===== src/rtl/core_pkg.sv =====
// Shared integer-pipeline definitions.
// Holds the default operand and register-index widths and the scoreboard entry
// type tracked by hazard_unit from EX to writeback.
package core_pkg;

    localparam int unsigned XLEN_DEF = 32;
    localparam int unsigned RA_W_DEF = 5;

    // The entry struct cannot follow a module parameter, so rd is sized for the
    // widest register index any core configuration uses. Narrower indices are
    // zero-extended on entry, which keeps equality matches exact.
    localparam int unsigned RA_W_MAX = 8;

    typedef struct packed {
        logic                valid;
        logic [RA_W_MAX-1:0] rd;
        logic                regwrite;
        logic                is_load;
    } sb_entry_t;

endpackage


===== src/rtl/fwd_select.sv =====
// Forwarding selector for one source operand.
// Priority-matches rs against the in-flight scoreboard entries (entry 0 is the
// youngest), applies the load-ready check, and returns the operand together
// with a hazard flag when the winning producer's data is not yet available.
//   rs         : source register index from ID
//   rf_rdata   : register-file read data for rs
//   entries    : scoreboard entries, index 0 = EX
//   stage_data : result held by each entry, entry i in [i*XLEN +: XLEN]
//   operand    : resolved operand value (x0 always reads as zero)
//   hazard     : youngest producer is a load whose data is not yet valid
module fwd_select
    import core_pkg::*;
#(
    parameter int unsigned STAGES     = 3,
    parameter int unsigned XLEN       = XLEN_DEF,
    parameter int unsigned RA_W       = RA_W_DEF,
    parameter int unsigned LOAD_STAGE = 2
) (
    input  logic [RA_W-1:0]        rs,
    input  logic [XLEN-1:0]        rf_rdata,
    input  sb_entry_t              entries [STAGES],
    input  logic [STAGES*XLEN-1:0] stage_data,
    output logic [XLEN-1:0]        operand,
    output logic                   hazard
);

    logic [RA_W_MAX-1:0] rs_ext;
    logic                found;

    assign rs_ext = RA_W_MAX'(rs);

    always_comb begin
        operand = rf_rdata;
        hazard  = 1'b0;
        found   = 1'b0;
        // Lowest index wins: once a producer is found, older entries are ignored.
        for (int unsigned i = 0; i < STAGES; i++) begin
            if (!found && entries[i].valid && entries[i].regwrite &&
                entries[i].rd == rs_ext) begin
                found = 1'b1;
                if (entries[i].is_load && i < LOAD_STAGE) begin
                    hazard = 1'b1;
                end else begin
                    operand = stage_data[i*XLEN +: XLEN];
                end
            end
        end
        if (rs == '0) begin
            operand = '0;
            hazard  = 1'b0;
        end
    end

endmodule


===== src/rtl/hazard_unit.sv =====
// Scoreboard, forwarding and squash controller for the integer pipeline.
// Tracks every issued instruction from EX to writeback, resolves ID operands
// from the youngest ready producer, stalls on load-use hazards and squashes
// FLUSH_DEPTH issue slots after a taken branch.
//   clk, rst              : clock, synchronous active-high reset
//   id_valid/rs1/rs2/rd   : decoded instruction in ID
//   id_regwrite/is_load   : ID instruction writes rd / takes its result from memory
//   rf_rdata1/2           : register-file data for id_rs1/id_rs2
//   stage_data            : result held by each tracked entry
//   ex_branch_taken       : redirect from entry 0 (ignored when entry 0 is invalid)
//   stall, issue          : combinational ID control
//   ex_valid, ex_op1/2    : registered EX entry valid and resolved operands
//   wb_valid, wb_we, wb_rd: last-entry status and register-file write control
module hazard_unit
    import core_pkg::*;
#(
    parameter int unsigned STAGES      = 3,
    parameter int unsigned XLEN        = XLEN_DEF,
    parameter int unsigned RA_W        = RA_W_DEF,
    parameter int unsigned LOAD_STAGE  = 2,
    parameter int unsigned FLUSH_DEPTH = 2
) (
    input  logic                   clk,
    input  logic                   rst,
    input  logic                   id_valid,
    input  logic [RA_W-1:0]        id_rs1,
    input  logic [RA_W-1:0]        id_rs2,
    input  logic [RA_W-1:0]        id_rd,
    input  logic                   id_regwrite,
    input  logic                   id_is_load,
    input  logic [XLEN-1:0]        rf_rdata1,
    input  logic [XLEN-1:0]        rf_rdata2,
    input  logic [STAGES*XLEN-1:0] stage_data,
    input  logic                   ex_branch_taken,
    output logic                   stall,
    output logic                   issue,
    output logic                   ex_valid,
    output logic [XLEN-1:0]        ex_op1,
    output logic [XLEN-1:0]        ex_op2,
    output logic                   wb_valid,
    output logic                   wb_we,
    output logic [RA_W-1:0]        wb_rd
);

    localparam int unsigned KILL_W = (FLUSH_DEPTH > 1) ? $clog2(FLUSH_DEPTH) : 1;
    localparam logic [KILL_W-1:0] KILL_LOAD = KILL_W'(FLUSH_DEPTH - 1);

    sb_entry_t         sb [STAGES];
    sb_entry_t         id_entry;
    logic [KILL_W-1:0] kill;
    logic              branch_taken;
    logic              squash;
    logic [XLEN-1:0]   op1, op2;
    logic              haz1, haz2;

    fwd_select #(
        .STAGES    (STAGES),
        .XLEN      (XLEN),
        .RA_W      (RA_W),
        .LOAD_STAGE(LOAD_STAGE)
    ) u_fwd_rs1 (
        .rs        (id_rs1),
        .rf_rdata  (rf_rdata1),
        .entries   (sb),
        .stage_data(stage_data),
        .operand   (op1),
        .hazard    (haz1)
    );

    fwd_select #(
        .STAGES    (STAGES),
        .XLEN      (XLEN),
        .RA_W      (RA_W),
        .LOAD_STAGE(LOAD_STAGE)
    ) u_fwd_rs2 (
        .rs        (id_rs2),
        .rf_rdata  (rf_rdata2),
        .entries   (sb),
        .stage_data(stage_data),
        .operand   (op2),
        .hazard    (haz2)
    );

    // Squash overrides stall: a wrong-path instruction is dropped, not held.
    assign branch_taken = ex_branch_taken & sb[0].valid;
    assign squash       = (kill != '0) | branch_taken;
    assign stall        = id_valid & (haz1 | haz2) & ~squash;
    assign issue        = id_valid & ~stall & ~squash;

    always_comb begin
        id_entry          = '0;
        id_entry.valid    = 1'b1;
        id_entry.rd       = RA_W_MAX'(id_rd);
        id_entry.regwrite = id_regwrite;
        id_entry.is_load  = id_is_load;
    end

    always_ff @(posedge clk) begin
        if (rst) begin
            for (int unsigned i = 0; i < STAGES; i++) begin
                sb[i] <= '0;
            end
            kill   <= '0;
            ex_op1 <= '0;
            ex_op2 <= '0;
        end else begin
            sb[0] <= issue ? id_entry : '0;
            for (int unsigned i = 1; i < STAGES; i++) begin
                sb[i] <= sb[i-1];
            end
            if (branch_taken) begin
                kill <= KILL_LOAD;
            end else if (kill != '0) begin
                kill <= kill - KILL_W'(1);
            end
            ex_op1 <= issue ? op1 : '0;
            ex_op2 <= issue ? op2 : '0;
        end
    end

    assign ex_valid = sb[0].valid;
    assign wb_valid = sb[STAGES-1].valid;
    assign wb_rd    = sb[STAGES-1].rd[RA_W-1:0];
    assign wb_we    = sb[STAGES-1].valid & sb[STAGES-1].regwrite &
                      (sb[STAGES-1].rd != '0);

endmodule


===== config.mk =====
export PLATFORM = sky130hd
export DESIGN_NAME = hazard_unit
export DESIGN_NICKNAME = d
export VERILOG_FILES = /design/src/rtl/core_pkg.sv /design/src/rtl/fwd_select.sv /design/src/rtl/hazard_unit.sv
export SDC_FILE = /design/constraint.sdc
export NUM_CORES = 1
export LEC_CHECK = 0
export CELL_PAD_IN_SITES_DETAIL_PLACEMENT = 1
export CELL_PAD_IN_SITES_GLOBAL_PLACEMENT = 1
export CORE_ASPECT_RATIO = 1.1
export CORE_MARGIN = 4
export CORE_UTILIZATION = 30
export DETAILED_ROUTE_END_ITERATION = 10
export DONT_BUFFER_PORTS = 1
export PLACE_DENSITY = 0.54
export SLEW_MARGIN = 20
export SYNTH_ARGS = -nofsm -noshare
export SYNTH_HDL_FRONTEND = slang
export SYNTH_HIERARCHICAL = 1
export SYNTH_SLANG_ARGS = --single-unit

===== constraint.sdc =====
create_clock -name clk -period 3.3 [get_ports clk]
set_input_delay 0.66 -clock clk [delete_from_list [all_inputs] [get_ports clk]]
set_output_delay 0.66 -clock clk [all_outputs]
set_load 0.005 [all_outputs]

==> flow_summary_export.csv, run 1 <==
group,metric,value,unit
status,status,"completed",
critical_path,required,2.64,ns
placed_design,post_dp_cell_area,7170,um2
global_route,met3_usage,8.64,%
yosys,synthCells,769,
global_route,top_usage_layer,"met2",
clock_network,ctsHtreeMaxLevel,3,
clock_network,clkLatencyLatePin,0.35,ns
global_route,antenna_found_initial,0,
placed_design,gp_congestion,0.903,
routing,routedWlPerCell,29.4,um
power_and_ir_drop,p_leak,2.42,nW
flow_run,cap_violations,0,
min_path,hp-class,"in -> reg",
routing,first_iter_violations,304,
critical_path,worst-path-max-fanout,5,
floorplan,coreArea,22900,um2
critical_path,cp.arrival,2.49,ns
clock_network,cts_root_buf,"clkbuf_16",
floorplan,die_area,25700,um2
critical_path,r2r_slack,0.69,ns
global_route,grt_pass1_vias,7112,
global_route,grtUsageTotal,22.8,%
clock_network,cts_buffers,9,
final_layout,area_delta_synth_final,7.98,%
critical_path,crit_type,"reg -> out",
power_and_ir_drop,power.density,356,nW/um2
global_route,grt_pass1_wl,45.1,mm
critical_path,critPathCaptureType,"output pin",
critical_path,cpPeakStageDelay,0.51,ns
clock_network,cts_tree,"yes",
global_route,grt_max_degree,88,
global_route,grt_overflow,0,
routing,drt-vias-per-instance,6.07,
sta,fin_crit_sh,95.5,%
sta,worstMarginPinSlew,1.16,ns
global_route,grtUsageMet2,39.5,%
critical_path,critPathBufInv,0,
sta,grt_setup_unrepaired,"false",
final_layout,fin_nets,919,
final_layout,fin_area,7520,um2
floorplan,rows,58,
critical_path,worst_path_max_delay_cell,"or4b_1",
floorplan,die_y,168,um
routing,dr.pass1.iters,5,
clock_network,hold_buffers,0,
sta,hold_viol_final,0,
placed_design,numPortBuffers,0,
yosys,syn_avg_cell_area,9.05,um2
sta,fin_crit,3.15,ns
floorplan,ios,255,
final_layout,final_util,32.9,%
critical_path,cp-start-kind,"flop",
global_route,gr-usage-met1,26.2,%
critical_path,cpLargestDelayFamily,"simple AND/OR/NAND/NOR gates",
final_layout,drive_above_1_share,20.5,%
sta,maxSlewViolCount,0,
placed_design,dp_hpwl,20.8,mm
sta,slew_headroom,22.5,%
power_and_ir_drop,vdd_drop_max,260,uV
critical_path,worstPathCellList,"xor2_1 -> nor3_1 -> and3_4 -> or4b_1 -> a21oi_1 -> or2_4 -> nor3b_1",
final_layout,diodes,0,
clock_network,postCtsSetupBuffers,0,
clock_network,clockBufferDepth,2,
clock_network,clk_pin_slew,0.07,ns
sta,skew,0.0124,ns
yosys,synthesis.area,6960,um2
routing,post-route-drc-count,0,
clock_network,cts_resized,0,
final_layout,fillers,2649,
routing,drtAntennaViolNets,0,
clock_network,clock_sinks,88,
floorplan,die_width,153,um
routing,route.vias.total,6328,
sta,fin_tns_setup,0,ns
sta,setup_viol,0,
sta,max_freq,0.317,GHz
yosys,yosys_warnings,6,
floorplan,start_util,30.5,%
routing,wl,30.7,mm
[power breakdown]
part	total (mW)	switching [mW]	internal (mW)
sequential	1.14	0.0343	1.10
combinational	0.387	0.217	0.170
clock	1.16	0.470	0.685
[state kept, by name, indices dropped and copies added, names as in the netlist]
| signal | flops |
|---|---|
| ex_op1 | 32 |
| ex_op2 | 32 |
| sb | 16 |
| wb_rd | 5 |
| ex_valid | 1 |
| kill | 1 |
| wb_valid | 1 |
[area by class of cell]
class | count | area (um2) | share of cell area, %
timing repair buffer | 26 | 240 | 3.20
clock inverter | 5 | 78.8 | 1.05
multi-input combinational | 613 | 4820 | 64.1
sequential | 88 | 1770 | 23.5
clock buffer | 11 | 243 | 3.23
tap | 300 | 375 | 4.99
[worst paths after layout]
kind                   start    endpoint  cells past startpoint
max                   sb[28]       stall                      7
min          ex_branch_taken        kill                      1
max reg2reg           sb[28]  ex_op1[25]                      8
min reg2reg           sb[21]    wb_valid                      1
[per-layer routing]
metal / vias up / share of wire, % / wire length, um
met5: - / 0 / 0
met4: 0 / 2.0 / 609
met3: 42 / 9.7 / 2960
met2: 286 / 49 / 15000
met1: 3205 / 39 / 12100
li1: 2795 / - / -
[cells in the final DEF, fill, tap and decap left out, types with 3 or more instances in the layout]
| cell | instances |
|---|---|
| dfxtp_1 | 87 |
| mux2i_1 | 80 |
| nand2b_1 | 72 |
| nor4_2 | 60 |
| o21ai_0 | 50 |
| o22ai_1 | 32 |
| a21boi_0 | 31 |
| a211oi_2 | 29 |
| buf_4 | 23 |
| nor2_1 | 23 |
| nand2_1 | 23 |
| conb_1 | 22 |
| xor2_1 | 20 |
| and3_1 | 18 |
| nand3_1 | 18 |
| nor4_1 | 16 |
| o32a_1 | 16 |
| nor2b_1 | 14 |
| o21ai_1 | 14 |
| o32ai_1 | 14 |
| nor3_1 | 9 |
| clkbuf_16 | 9 |
| xnor2_1 | 9 |
| or3_1 | 3 |
| nand3_2 | 3 |
| a211oi_1 | 3 |
[worst reg2reg max path: stages (launching register included)]
cell and delay (ns):
dfxtp_1 0.42, xor2_1 0.18, nor3_1 0.11, and3_4 0.21, or4b_1 0.51, a21oi_1 0.21, or2_4 0.21, buf_12 0.39
nor4_1 0.23
[stage by stage]
step	cells	hold slack (ns)	worst slack, ns	power (mW)
after floorplan	790	0.453	0.211	1.47
after global placement	1026	0.480	0.325	1.53
after detailed placement	1026	0.472	0.276	1.55
after CTS	1042	0.378	0.146	2.71
after global routing	1043	0.403	0.0879	2.79
final	1043	0.440	0.147	2.68
(Power assumes the default switching activity.)
==> run 2, diff against run 1 <==
--- a/config.mk
+++ b/config.mk
@@ -11,8 +11,7 @@
 export CORE_MARGIN = 4
 export CORE_UTILIZATION = 30
 export DETAILED_ROUTE_END_ITERATION = 10
-export DONT_BUFFER_PORTS = 1
-export PLACE_DENSITY = 0.54
+export PLACE_DENSITY = 0.74
 export SLEW_MARGIN = 20
 export SYNTH_ARGS = -nofsm -noshare
 export SYNTH_HDL_FRONTEND = slang
==> run 2 against run 1 <==
Compared with the run above: fmax fell by 3.1%; die area did not move; first-iteration DRC count rose by 32%; design area rose by 41%; setup slack got worse by 0.10 ns; clock skew fell by 0.0030 ns; power rose by 16%; clock power barely moved; count of clock-buffer cells in the layout rose by 1; critical path depth rose by 2; global-route usage rose by 1.3 points; combinational power rose by 110%; critical endpoint unchanged; highest routed layer is now met5.
==> flow_summary_export.csv, run 2 (synthesized netlist as in run 1, its figures left out) <==
group,metric,value,unit
placed_design,dp_hpwl,21.6,mm
critical_path,cp-start-kind,"primary input",
sta,fin_crit_sh,98.6,%
power_and_ir_drop,p_total,3.11,mW
min_path,hp-class,"reg -> reg",
clock_network,cts_root_buf,"clkbuf_16",
routing,drtAntennaViolNets,0,
routing,wl_met3,2.27,mm
final_layout,fillers,2634,
placed_design,gp_congestion,0.848,
floorplan,ios,255,
final_layout,drive_above_1_share,21.4,%
routing,first_iter_violations,401,
critical_path,critPathBufInv,2,
sta,fin_crit,3.25,ns
final_layout,layout_commonest_cell,"clkdlybuf4s50_1",
floorplan,die_width,153,um
power_and_ir_drop,power.density,293,nW/um2
floorplan,rows,58,
clock_network,clockBufferDepth,2,
floorplan,start_util,30.5,%
routing,routed-wl-met2,16.0,mm
routing,wl,33.2,mm
placed_design,numPortBuffers,254,
clock_network,ctsHtreeMaxLevel,3,
critical_path,cp.arrival,2.59,ns
sta,setup_viol,0,
critical_path,worst-path-max-fanout,4,
critical_path,regToRegEndpoint,"ex_op2[10]",
sta,slew_headroom,43.8,%
global_route,grtUsageTotal,24.1,%
min_path,min_to,"wb_valid",
routing,route.vias.total,7589,
floorplan,coreArea,22900,um2
power_and_ir_drop,p_leak,3.70,nW
global_route,grt_max_degree,88,
sta,worstMarginPinSlew,0.843,ns
min_path,whs_path_depth,1,
sta,fin_tns_setup,0,ns
status,status,"completed",
sta,max_freq,0.307,GHz
final_layout,fin_nets,1225,
clock_network,cts_buffers,9,
routing,dr.pass1.iters,5,
final_layout,seq_area,1770,um2
clock_network,clk_pin_slew,0.07,ns
global_route,antenna_found_initial,4,
routing,post-route-drc-count,0,
final_layout,multiInputGateArea,4940,um2
floorplan,die_y,168,um
clock_network,cts_tree,"yes",
flow_run,cap_violations,0,
critical_path,worstPathCellList,"clkbuf_2 -> xor2_1 -> nor3_2 -> and3_4 -> or4b_4 -> a21oi_4 -> or2_4 -> nor3b_2 -> clkdlybuf4s15_1",
critical_path,worstRegToRegCells,15,
global_route,grt_pass1_wl,48.8,mm
routing,topRoutingLayerUsed,"met5",
clock_network,clkLatencyLatePin,0.35,ns
sta,maxSlewViolCount,0,
clock_network,hold_buffers,0,
global_route,grt_overflow,0,
routing,drt-vias-per-instance,5.63,
critical_path,cpLargestDelayFamily,"simple AND/OR/NAND/NOR gates",
critical_path,cpPeakStageDelay,0.56,ns
critical_path,worst_path_max_delay_cell,"or4b_4",
final_layout,area_delta_synth_final,52.6,%
critical_path,critPathCaptureType,"output pin",
critical_path,cp.depth,9,
routing,drt-met1-wl,13.7,mm
final_layout,diodes,0,
clock_network,clock_sinks,88,
sta,hold_viol_final,0,
min_path,holdCritStartpoint,"sb[21]",
sta,timing.hold.ws,0.493,ns
power_and_ir_drop,vdd_drop_max,244,uV
floorplan,die_area,25700,um2
global_route,grt_pass1_vias,8112,
sta,skew,0.00945,ns
final_layout,largest_registers,"ex_op1: 32 flops, ex_op2: 32 flops, sb: 16 flops",
critical_path,timing.rr.start,"sb[25]",
routing,routedWlPerCell,24.6,um
final_layout,final_cell_mix,"242 x clkdlybuf4s50_1, 86 x dfxtp_1, 80 x mux2i_1",
critical_path,required,2.64,ns
critical_path,r2r_slack,0.29,ns
critical_path,crit_type,"in -> out",
run 2: per-stage QoR:
stage,std cells,setup WS (ns),cell area [um2],utilization (%)
3_5_place_dp,1317,-0.652,10100,44.1
2_1_floorplan,790,0.211,7040,-
5_1_grt,1349,-0.000696,10600,46.5
3_3_place_gp,1317,-0.575,10100,44.1
4_1_cts,1346,0.00427,10600,46.2
6_report,1349,0.0468,10600,46.5
run 2: timing repair:
action / in CTS / in global routing
buffers inserted: 13 / 2
setup endpoints to repair: 2 / 34
pin swaps: 8 / 6
gates resized for setup: 23 / 20
cloned: 0 / 1
run 2: layer usage:
| metal | up-vias | global-route usage (%) |
|---|---|---|
| met5 | - | 0 |
| met4 | 8 | 9.18 |
| met3 | 81 | 6.27 |
| met2 | 336 | 40.5 |
| met1 | 3753 | 29.8 |
| li1 | 3411 | - |
run 2: layout make-up:
class                   instances  area share [%]
clock buffers                  12            2.41
clock inverters                 4           0.718
multi-input cells             614            46.5
flip-flops and latches         88            16.6
well taps                     300            3.53
repair buffers                331            30.2
run 2: how the worst max path moves through the flow:
stage	startpoint	endpoint	slack (ns)
3_5_place_dp	id_rs2[3]	stall	-0.65
3_3_place_gp	id_rs2[4]	stall	-0.58
2_1_floorplan	id_rs1[1]	stall	0.21
6_report	id_rs2[4]	stall	0.05
4_1_cts	id_rs2[3]	stall	0.004
5_1_grt	id_rs2[4]	stall	-0.0007
run 2: report_power, final:
group / switching (mW) / total [mW] / internal (mW)
clock network: 0.485 / 1.19 / 0.709
logic: 0.351 / 0.796 / 0.445
registers: 0.0230 / 1.13 / 1.10
==> run 3, diff against run 2 <==
--- a/config.mk
+++ b/config.mk
@@ -12,6 +12,7 @@
 export CORE_UTILIZATION = 30
 export DETAILED_ROUTE_END_ITERATION = 10
 export PLACE_DENSITY = 0.74
+export SETUP_SLACK_MARGIN = 0.15
 export SLEW_MARGIN = 20
 export SYNTH_ARGS = -nofsm -noshare
 export SYNTH_HDL_FRONTEND = slang
==> constraint.sdc (replaced) <==
create_clock -name clk -period 3.2 [get_ports clk]
set_input_delay 0.64 -clock clk [delete_from_list [all_inputs] [get_ports clk]]
set_output_delay 0.64 -clock clk [all_outputs]
set_load 0.005 [all_outputs]
==> run 3 against run 2 <==
Compared with the run above: sequential cell count did not move; routed wire length fell by 0.90%; sequential share of layout area fell by 0.081 points; critical path depth did not move; power fell by 1.9%; via count fell by 0.51%; clock power fell by 10%; first-iteration DRC count rose by 11%; register-to-register slack barely moved; clock skew rose by 0.0040 ns; setup slack improved by 0.13 ns; cell count rose by 0.15%; critical endpoint unchanged; largest cell class unchanged.
==> flow_summary_export.csv, run 3 (synthesized netlist as in run 1, its figures left out) <==
group,metric,value,unit
routing,drtAntennaViolNets,0,
critical_path,required,2.56,ns
sta,maxSlewViolCount,0,
placed_design,dp_hpwl,21.8,mm
critical_path,critPathCaptureType,"output pin",
sta,fin_crit,3.03,ns
global_route,grtUsageTotal,23.9,%
clock_network,clkLatencyLatePin,0.35,ns
final_layout,final_cells,1351,
floorplan,die_area,25700,um2
routing,dr.pass1.iters,5,
final_layout,diodes,0,
routing,wl,32.9,mm
power_and_ir_drop,power.density,285,nW/um2
global_route,grt_max_degree,66,
routing,routed-wl-met2,16.2,mm
routing,drt-vias-per-instance,5.59,
critical_path,cp.arrival,2.39,ns
clock_network,clk_pin_slew,0.08,ns
flow_run,cap_violations,0,
critical_path,crit_type,"in -> out",
clock_network,ctsHtreeMaxLevel,3,
placed_design,gp_congestion,0.847,
routing,post-route-drc-count,0,
routing,topRoutingLayerUsed,"met5",
final_layout,final_util,47.0,%
sta,fin_crit_sh,94.6,%
placed_design,numPortBuffers,254,
clock_network,cts_root_buf,"clkbuf_16",
global_route,grt_pass1_vias,7930,
global_route,antenna_found_initial,3,
routing,drt-met1-wl,13.6,mm
status,status,"completed",
min_path,hp-class,"reg -> reg",
clock_network,clockBufferDepth,2,
power_and_ir_drop,vdd_drop_max,221,uV
routing,routedWlPerCell,24.4,um
critical_path,worstPathCellList,"buf_8 -> buf_6 -> xnor2_4 -> nand4b_4 -> or4b_4 -> a21oi_4 -> or2_4 -> nor3b_4 -> buf_2",
final_layout,area_delta_synth_final,54.2,%
floorplan,ios,255,
global_route,grt_overflow,0,
critical_path,cpPeakStageDelay,0.53,ns
sta,setup_viol,0,
floorplan,die_width,153,um
critical_path,worst_path_max_delay_cell,"or4b_4",
sta,max_freq,0.330,GHz
sta,worst_slack,0.173,ns
final_layout,fin_nets,1227,
sta,slew_headroom,28.8,%
clock_network,cts_buffers,9,
sta,grt_setup_unrepaired,"true",
sta,hold_viol_final,0,
floorplan,rows,58,
routing,first_iter_violations,447,
floorplan,die_y,168,um
sta,skew,0.0134,ns
critical_path,cp-start-kind,"primary input",
global_route,grt_pass1_wl,47.7,mm
clock_network,cts_tree,"yes",
critical_path,cpLargestDelayFamily,"simple AND/OR/NAND/NOR gates",
floorplan,coreArea,22900,um2
final_layout,largest_registers,"ex_op1: 32 flops, ex_op2: 32 flops, sb: 16 flops",
clock_network,hold_buffers,0,
critical_path,worst-path-max-fanout,4,
routing,wl_met3,2.01,mm
placed_design,post-place-ws,-0.792,ns
clock_network,clock_sinks,88,
floorplan,start_util,30.5,%
critical_path,critPathBufInv,3,
routing,route.vias.total,7550,
placed_design,dp.cells,1317,
power_and_ir_drop,p_leak,3.74,nW
final_layout,final_cell_mix,"241 x clkdlybuf4s50_1, 82 x dfxtp_1, 80 x mux2i_1",
final_layout,drive_above_1_share,22.6,%
final_layout,layout_commonest_cell,"clkdlybuf4s50_1",
sta,worstMarginPinSlew,1.07,ns
-- run 3: changes by cell type in the layout (fill, tap and decap cells not counted), moves of 2 or more --
cell,previous run,this run
buf_2,1,3
buf_6,1,4
buf_8,0,2
bufinv_16,2,0
clkbuf_2,5,0
clkinv_4,1,3
dfxtp_1,86,82
dfxtp_2,1,3
dfxtp_4,1,3
dlygate4sd2_1,5,3
xnor2_4,1,3
xor2_1,19,13
xor2_2,1,7
-- run 3: power breakdown --
group | switching [mW] | total, mW | internal [mW]
combinational | 0.365 | 0.828 | 0.463
sequential | 0.0236 | 1.16 | 1.14
clock | 0.492 | 1.07 | 0.576
total | 0.880 | 3.06 | 2.18
-- run 3: path summary, 6_finish.rpt --
check	from	endpoint	slack, ns	cells past startpoint
setup / recovery	id_rs2[2]	stall	0.17	9
hold / removal	sb[21]	wb_valid	0.47	1
setup reg to reg	sb[13]	ex_op1[7]	0.30	7
hold reg to reg	sb[21]	wb_valid	0.47	1
-- run 3: layout make-up --
type	instances	area, um2
timing repair buffer	334	3300
sequential	88	1780
tap	300	375
multi-input combinational	613	5000
fill	2623	12100
clock inverter	3	26.3
clock buffer	13	260
-- run 3: per-stage QoR --
| stage | power (mW) | hold WS [ns] | area [um2] | setup TNS (ns) |
|---|---|---|---|---|
| floorplan | 1.51 | 0.453 | 7040 | 0 |
| global placement | 1.96 | 0.472 | 10100 | -28.89 |
| detailed placement | 1.97 | 0.474 | 10100 | -36.27 |
| CTS | 3.06 | 0.480 | 10600 | 0 |
| global route | 3.17 | 0.503 | 10700 | 0 |
| finish | 3.06 | 0.474 | 10700 | 0 |
-- run 3: per-layer routing --
layer	GRT usage (%)	vias up
met1	29.8	3719
li1	-	3411
met2	41.3	329
met3	4.45	85
met5	0	-
met4	8.21	6
-- run 3: timing repair --
action                     4_1_cts  5_1_grt
cloned                           0        1
pin swaps                       14       17
resized for setup               58       27
setup buffers                   12        5
setup endpoints to repair       67       26
